**src/rtl/io_register_block.sv**
```systemverilog
// ---------------------------------------------------------------------------
// io_register_block
//   Memory-mapped input peripheral for the game SoC. Each button pin is
//   synchronised and debounced; debounced rising edges are latched as press
//   events and sprite collision flags are latched as sticky bits. Both stay
//   latched until software reads them. Entries into vblank are counted in a
//   16-bit frame counter.
//
// Ports
//   clk                   system clock
//   reset                 synchronous, active-high reset
//   buttons               raw asynchronous button pins
//   in_vblank             vertical-blank level (already synchronous to clk)
//   collision             live sprite-collision flags
//   register_index        CPU register address
//   register_read         one-cycle read strobe
//   register_write        one-cycle write strobe
//   register_write_value  write data
//   register_read_value   registered read data, held between reads
//
// Register map (unmapped indices and unused upper bits read as 0)
//   0 R   debounced button levels
//   1 R   in_vblank in bit 0
//   2 R   sticky collision flags, cleared by the read
//   3 R   press events, cleared by the read
//   4 RW  frame counter, a write loads it
//   5 R   live collision flags
// ---------------------------------------------------------------------------
module io_register_block #(
    parameter int NUM_BUTTONS     = 4,
    parameter int SYNC_STAGES     = 2,
    parameter int DEBOUNCE_CYCLES = 16,
    parameter int NUM_COLLISION   = 6
) (
    input  logic                     clk,
    input  logic                     reset,
    input  logic [NUM_BUTTONS-1:0]   buttons,
    input  logic                     in_vblank,
    input  logic [NUM_COLLISION-1:0] collision,
    input  logic [11:0]              register_index,
    input  logic                     register_read,
    input  logic                     register_write,
    input  logic [15:0]              register_write_value,
    output logic [15:0]              register_read_value
);

    // Counter only ever needs to hold 0..DEBOUNCE_CYCLES-1.
    localparam int CNT_W = (DEBOUNCE_CYCLES > 1) ? $clog2(DEBOUNCE_CYCLES) : 1;
    localparam logic [CNT_W-1:0] CNT_LAST = CNT_W'(DEBOUNCE_CYCLES - 1);

    localparam logic [11:0] IDX_LEVELS    = 12'd0;
    localparam logic [11:0] IDX_VBLANK    = 12'd1;
    localparam logic [11:0] IDX_COLL_STKY = 12'd2;
    localparam logic [11:0] IDX_PRESS     = 12'd3;
    localparam logic [11:0] IDX_FRAME     = 12'd4;
    localparam logic [11:0] IDX_COLL_LIVE = 12'd5;

    logic [NUM_BUTTONS-1:0] level_q;
    logic [NUM_BUTTONS-1:0] level_d;

    // -----------------------------------------------------------------------
    // Per-button synchroniser and debouncer
    // -----------------------------------------------------------------------
    generate
        for (genvar gi = 0; gi < NUM_BUTTONS; gi++) begin : g_button
            logic [SYNC_STAGES-1:0] sync_q;
            logic [CNT_W-1:0]       cnt_q;
            logic [CNT_W-1:0]       cnt_d;
            logic                   lvl_q;
            logic                   lvl_d;
            logic                   synced;

            assign synced = sync_q[SYNC_STAGES-1];

            // The level only moves after DEBOUNCE_CYCLES consecutive cycles
            // of disagreement; any agreeing cycle restarts the count.
            always_comb begin
                cnt_d = '0;
                lvl_d = lvl_q;
                if (synced != lvl_q) begin
                    if (cnt_q == CNT_LAST) begin
                        lvl_d = synced;
                    end else begin
                        cnt_d = cnt_q + 1'b1;
                    end
                end
            end

            always_ff @(posedge clk) begin
                if (reset) begin
                    sync_q <= '0;
                    cnt_q  <= '0;
                    lvl_q  <= 1'b0;
                end else begin
                    sync_q <= {sync_q[SYNC_STAGES-2:0], buttons[gi]};
                    cnt_q  <= cnt_d;
                    lvl_q  <= lvl_d;
                end
            end

            assign level_q[gi] = lvl_q;
            assign level_d[gi] = lvl_d;
        end
    endgenerate

    // -----------------------------------------------------------------------
    // Event latches, frame counter and read port
    // -----------------------------------------------------------------------
    logic [NUM_BUTTONS-1:0]   press_q;
    logic [NUM_BUTTONS-1:0]   press_d;
    logic [NUM_COLLISION-1:0] coll_q;
    logic [NUM_COLLISION-1:0] coll_d;
    logic [15:0]              frame_q;
    logic [15:0]              frame_d;
    logic                     vblank_prev_q;
    logic [15:0]              rdata_q;
    logic [15:0]              rdata_d;

    logic read_coll;
    logic read_press;
    logic write_frame;

    assign read_coll   = register_read  && (register_index == IDX_COLL_STKY);
    assign read_press  = register_read  && (register_index == IDX_PRESS);
    assign write_frame = register_write && (register_index == IDX_FRAME);

    always_comb begin
        // Clear happens first so an event arriving in the read cycle survives.
        press_d = (read_press ? '0 : press_q) | (level_d & ~level_q);
        coll_d  = (read_coll  ? '0 : coll_q)  | collision;

        // A CPU write takes priority over a coincident vblank entry.
        frame_d = frame_q;
        if (write_frame) begin
            frame_d = register_write_value;
        end else if (in_vblank && !vblank_prev_q) begin
            frame_d = frame_q + 16'd1;
        end
    end

    always_comb begin
        rdata_d = rdata_q;
        if (register_read) begin
            rdata_d = '0;
            case (register_index)
                IDX_LEVELS:    rdata_d[NUM_BUTTONS-1:0]   = level_q;
                IDX_VBLANK:    rdata_d[0]                 = in_vblank;
                IDX_COLL_STKY: rdata_d[NUM_COLLISION-1:0] = coll_q;
                IDX_PRESS:     rdata_d[NUM_BUTTONS-1:0]   = press_q;
                IDX_FRAME:     rdata_d                    = frame_q;
                IDX_COLL_LIVE: rdata_d[NUM_COLLISION-1:0] = collision;
                default:       rdata_d                    = '0;
            endcase
        end
    end

    always_ff @(posedge clk) begin
        if (reset) begin
            press_q       <= '0;
            coll_q        <= '0;
            frame_q       <= '0;
            vblank_prev_q <= 1'b0;
            rdata_q       <= '0;
        end else begin
            press_q       <= press_d;
            coll_q        <= coll_d;
            frame_q       <= frame_d;
            vblank_prev_q <= in_vblank;
            rdata_q       <= rdata_d;
        end
    end

    assign register_read_value = rdata_q;

endmodule
```
**config.mk**
```make
export PLATFORM = sky130hd
export DESIGN_NAME = io_register_block
export DESIGN_NICKNAME = d
export VERILOG_FILES = /design/src/rtl/io_register_block.sv
export SDC_FILE = /design/constraint.sdc
export NUM_CORES = 1
export LEC_CHECK = 0
export ABC_AREA = 0
export CELL_PAD_IN_SITES_DETAIL_PLACEMENT = 2
export CELL_PAD_IN_SITES_GLOBAL_PLACEMENT = 2
export CORE_AREA = 3 3 103 105
export DETAILED_ROUTE_END_ITERATION = 10
export DIE_AREA = 0 0 106 108
export PLACE_DENSITY = 0.85
export SLEW_MARGIN = 25
export SYNTH_ARGS = -nofsm -noshare
export SYNTH_HDL_FRONTEND = slang
export SYNTH_SLANG_ARGS = --single-unit
```
**constraint.sdc**
```tcl
create_clock -name clk -period 2.6 [get_ports clk]
set_input_delay 0.52 -clock clk [delete_from_list [all_inputs] [get_ports clk]]
set_output_delay 0.52 -clock clk [all_outputs]
set_load 0.02 [all_outputs]
```
==> metrics.md <==
| Metric | Value |
|---|---|
| Outcome | completed |
| Total standard cell area after synthesis | 3040 sq um |
| Power dissipated by switching net loads | 544 uW |
| CORE AREA | 9730 sq um |
| Total cell area at the placement stage | 3790 sq um |
| Final critical-path required period | 2.13 ns |
| Overall routing resource usage | 17.2% |
| CTS-repair resized insts | 0 |
| Type of the worst min-delay path | register to register |
| Number of standard cells after synthesis | 322 |
| Internal Power | 1.75 mW |
| Final net count | 437 |
| Synth top area cells | sky130_fd_sc_hd__dfxtp_1 (47%), sky130_fd_sc_hd__nor2_1 (7.3%), sky130_fd_sc_hd__xnor2_1 (5.2%) |
| Count of buffering cells on the critical path with inverters included | 1 |
| Top-area cell type share of the netlist area | 46.8% |
| Relative contribution of the clock network to total power | 44.1% |
| Post-DR wirelength/cell | 17.9 microns |
| Diodes inserted | 0 |
| Source of the worst hold timing path | g_button[2].cnt_q[0] |
| Number of enable flip-flop cells after synthesis | 0 |
| Number of antenna violations at the first check in global routing | 0 |
| Largest vdd supply drop | 0.000278 V |
| Async set or reset register ratio after synthesis | 0% |
| Post-Synthesis Net Count | 370 |
| Crit Path Category | primary input to register |
| Share of total power in sequential cells | 48.8% |
| Count of pins over their slew limit | 0 |
| Ys flop type | sky130_fd_sc_hd__dfxtp_1 |
| Number of vias per cell | 5.10 |
| IO Count | 59 |
| Post-detail-place hpwl | 7020 microns |
| Routed vias | 2690 |
| Slowest cell on the critical path | sky130_fd_sc_hd__clkdlybuf4s50_1 |
| Global-route wire length before repair | 15100 microns |
| Number of cells after detailed placement | 511 |
| Count of cell types in the netlist | 39 |
| Switching power as a share of total power | 23.7% |
| Reg2reg start | frame_q[2] |
| Sequential element share of the synthesized area | 46.8% |
| Launching element type of the critical path | primary input |
| Sum of negative setup slack | 0 ns |
| Least-Margin Pin Slew | 0.490 ns |
| IO buf count | 58 |
| LEAKAGE | 1.46 nW |
| Layout Skew | 0.00613 ns |
| Synthesis-to-finish area growth | 32.3% |
| Final hold violation count | 0 |
| Pin count of the biggest net entering global routing | 34 |
| Average instance area after synthesis | 9.43 sq um |
| Starting density of the core | 31.2% |
| Site row count | 36 |
| Flops & latches, synth | 71 |
| Routed wire length | 9440 microns |
| Maximum count of clock buffers along a single path | 2 |
| Antenna-violating nets left | 0 |
| Share of the clock period used by the worst path | 81.9% |
| Total clock buffers created by CTS | 9 |
| Series of cell instances along the critical path | clkdlybuf4s50_1 -> nand4b_4 -> or3_4 -> or4_1 -> a311oi_1 |
| Worst slew margin relative to its limit | 66.9% |
| Nature of the critical path endpoint | register |
| Full die area | 11400 sq um |
| Sink count of the clock tree | 71 |
| Synth Warn # | 0 |
| Drt pass-1 iters | 4 |
| TritonCTS clock tree | done |
| Count of unresolved DRC violations after routing | 0 |
| RSZ-0062 raised after global routing | no |
| Max-cap violations | 0 |
| Highest-count cells in the layout ignoring fill and taps | sky130_fd_sc_hd__dfxtp_1 (71), sky130_fd_sc_hd__nor2_1 (59), sky130_fd_sc_hd__clkdlybuf4s50_1 (57) |
| Via count of the first global-routing pass | 2907 |
| Biggest fanout along the worst timing path | 4 |
| Hold-fix buffer count after cts | 0 |
| Achievable Freq | 470 MHz |
| Final cell count without fillers | 527 |
| Clock slew at reported path FFs | 0.08 ns |
| Number of DRC markers in iteration 0 | 78 |
| DIE HEIGHT | 108 microns |
| Top Family by Delay on Critical Path | simple AND/OR/NAND/NOR gates |
| Most common library cell in the layout ignoring fill and taps | sky130_fd_sc_hd__dfxtp_1 |
| Overall die width | 106 microns |
| Cell type with the highest aggregate area in the netlist | sky130_fd_sc_hd__dfxtp_1 |
| First element of the critical path | in_vblank |
| Power density relative to cell area | 571 nW/um^2 |
| Total grt overflow | 0 |
| Sum of internal, switching and leakage power | 2.29 mW |
| Combinational share of power | 7.1% |
| Final-report setup violation count | 0 |
| Level count of the clock H-tree | 3 |
| Fraction of final layout cells sized beyond drive strength 1 | 9.39% |
| Clock root buffer master | sky130_fd_sc_hd__clkbuf_8 |
| Largest incremental delay on the critical path | 0.56 ns |
| Post-CTS Setup Repair Bufs | 0 |
| Area of all placed cells without fillers | 4020 sq um |
| Routability congestion estimate from global placement | 0.785 |
| Clock latency at the later pin of the worst-skew pair | 0.36 ns |
| Required time worst endpoint | 2.87 ns |
| Data arrival time of the worst path | 2.39 ns |
==> synthesized netlist by cell type, drive strengths merged (2+ instances only) <==
| cell | instances |
|---|---|
| a211oi | 14 |
| a21oi | 10 |
| a221o | 3 |
| a22oi | 18 |
| a2bb2oi | 2 |
| a311oi | 2 |
| and2 | 4 |
| and3 | 4 |
| clkbuf | 14 |
| dfxtp | 71 |
| ha | 5 |
| inv | 3 |
| mux2 | 2 |
| mux2i | 7 |
| nand2 | 9 |
| nand3 | 12 |
| nand4 | 7 |
| nor2 | 59 |
| nor2b | 12 |
| nor3 | 6 |
| nor3b | 6 |
| nor4 | 7 |
| nor4b | 2 |
| o22ai | 3 |
| o31ai | 2 |
| or2 | 2 |
| or4 | 2 |
| xnor2 | 18 |
| xor2 | 7 |
==> through the flow <==
step	utilization, %	setup slack (ns)	hold WS [ns]
2_1_floorplan	-	0.730	0.414
6_report	41.3	0.471	0.457
5_1_grt	41.3	0.391	0.476
4_1_cts	41.3	0.487	0.462
3_5_place_dp	38.9	0.105	0.440
3_3_place_gp	38.9	0.156	0.425
==> path summary, 6_finish.rpt <==
kind	end	slack, ns	cells after the start
max	frame_q[13]	0.47	5
min	g_button[2].cnt_q[0]	0.46	1
max reg2reg	frame_q[13]	0.58	4
min reg2reg	g_button[2].cnt_q[0]	0.46	1
==> worst reg2reg max path: cells and delay by family (launching register included) <==
| family | cells | cell delay [ns] |
|---|---|---|
| flip-flops | 1 | 0.44 |
| AO/OA/AOI/OAI | 1 | 0.27 |
| AND/OR/NAND/NOR | 3 | 1.21 |
==> power by group through the flow <==
stage	Sequential [mW]	Clock, mW	Combinational [mW]
final	1.12	1.01	0.162
after global routing	1.12	1.09	0.177
after CTS	1.12	1.04	0.164
after detailed placement	1.14	0	0.162
after global placement	1.14	0	0.155
after floorplan	1.14	0	0.0682
==> layout make-up <==
cell class                      count  area, sq um
Multi-Input combinational cell    233         1520
Clock buffer                        9          124
Clock inverter                      7          104
Fill cell                        1081         5710
Sequential cell                    71         1420
Tap cell                          133          166
Inverter                            3         11.3
Timing Repair Buffer               71          673
==> flip-flops by register name, indices dropped and copies added (netlist names) <==
| name | flops |
|---|---|
| frame_q | 16 |
| g_button.cnt_q | 16 |
| register_read_value | 16 |
| g_button.sync_q | 8 |
| coll_q | 6 |
| g_button.lvl_q | 4 |
| press_q | 4 |
| vblank_prev_q | 1 |
==> kinds of logic after synthesis <==
family | Yosys count | share of synthesized area [%]
and+or+nand+nor | 138 | 23.8
adders and majority gates | 5 | 2.06
xor gates and xnor gates | 25 | 7.21
muxes | 10 | 3.79
AOI/OAI and AO/OA | 55 | 13.1
DFF | 71 | 46.8
buffers and inverters | 18 | 3.22
==> metal layers <==
layer / wire [microns] / up-vias / track usage, %
li1: - / 1292 / -
met1: 3990 / 1336 / 19.9
met2: 4950 / 43 / 30.6
met3: 267 / 19 / 3.64
met4: 231 / 0 / 7.31
met5: 0 / - / 0
No activity file was read; power rests on OpenSTA's default activity.
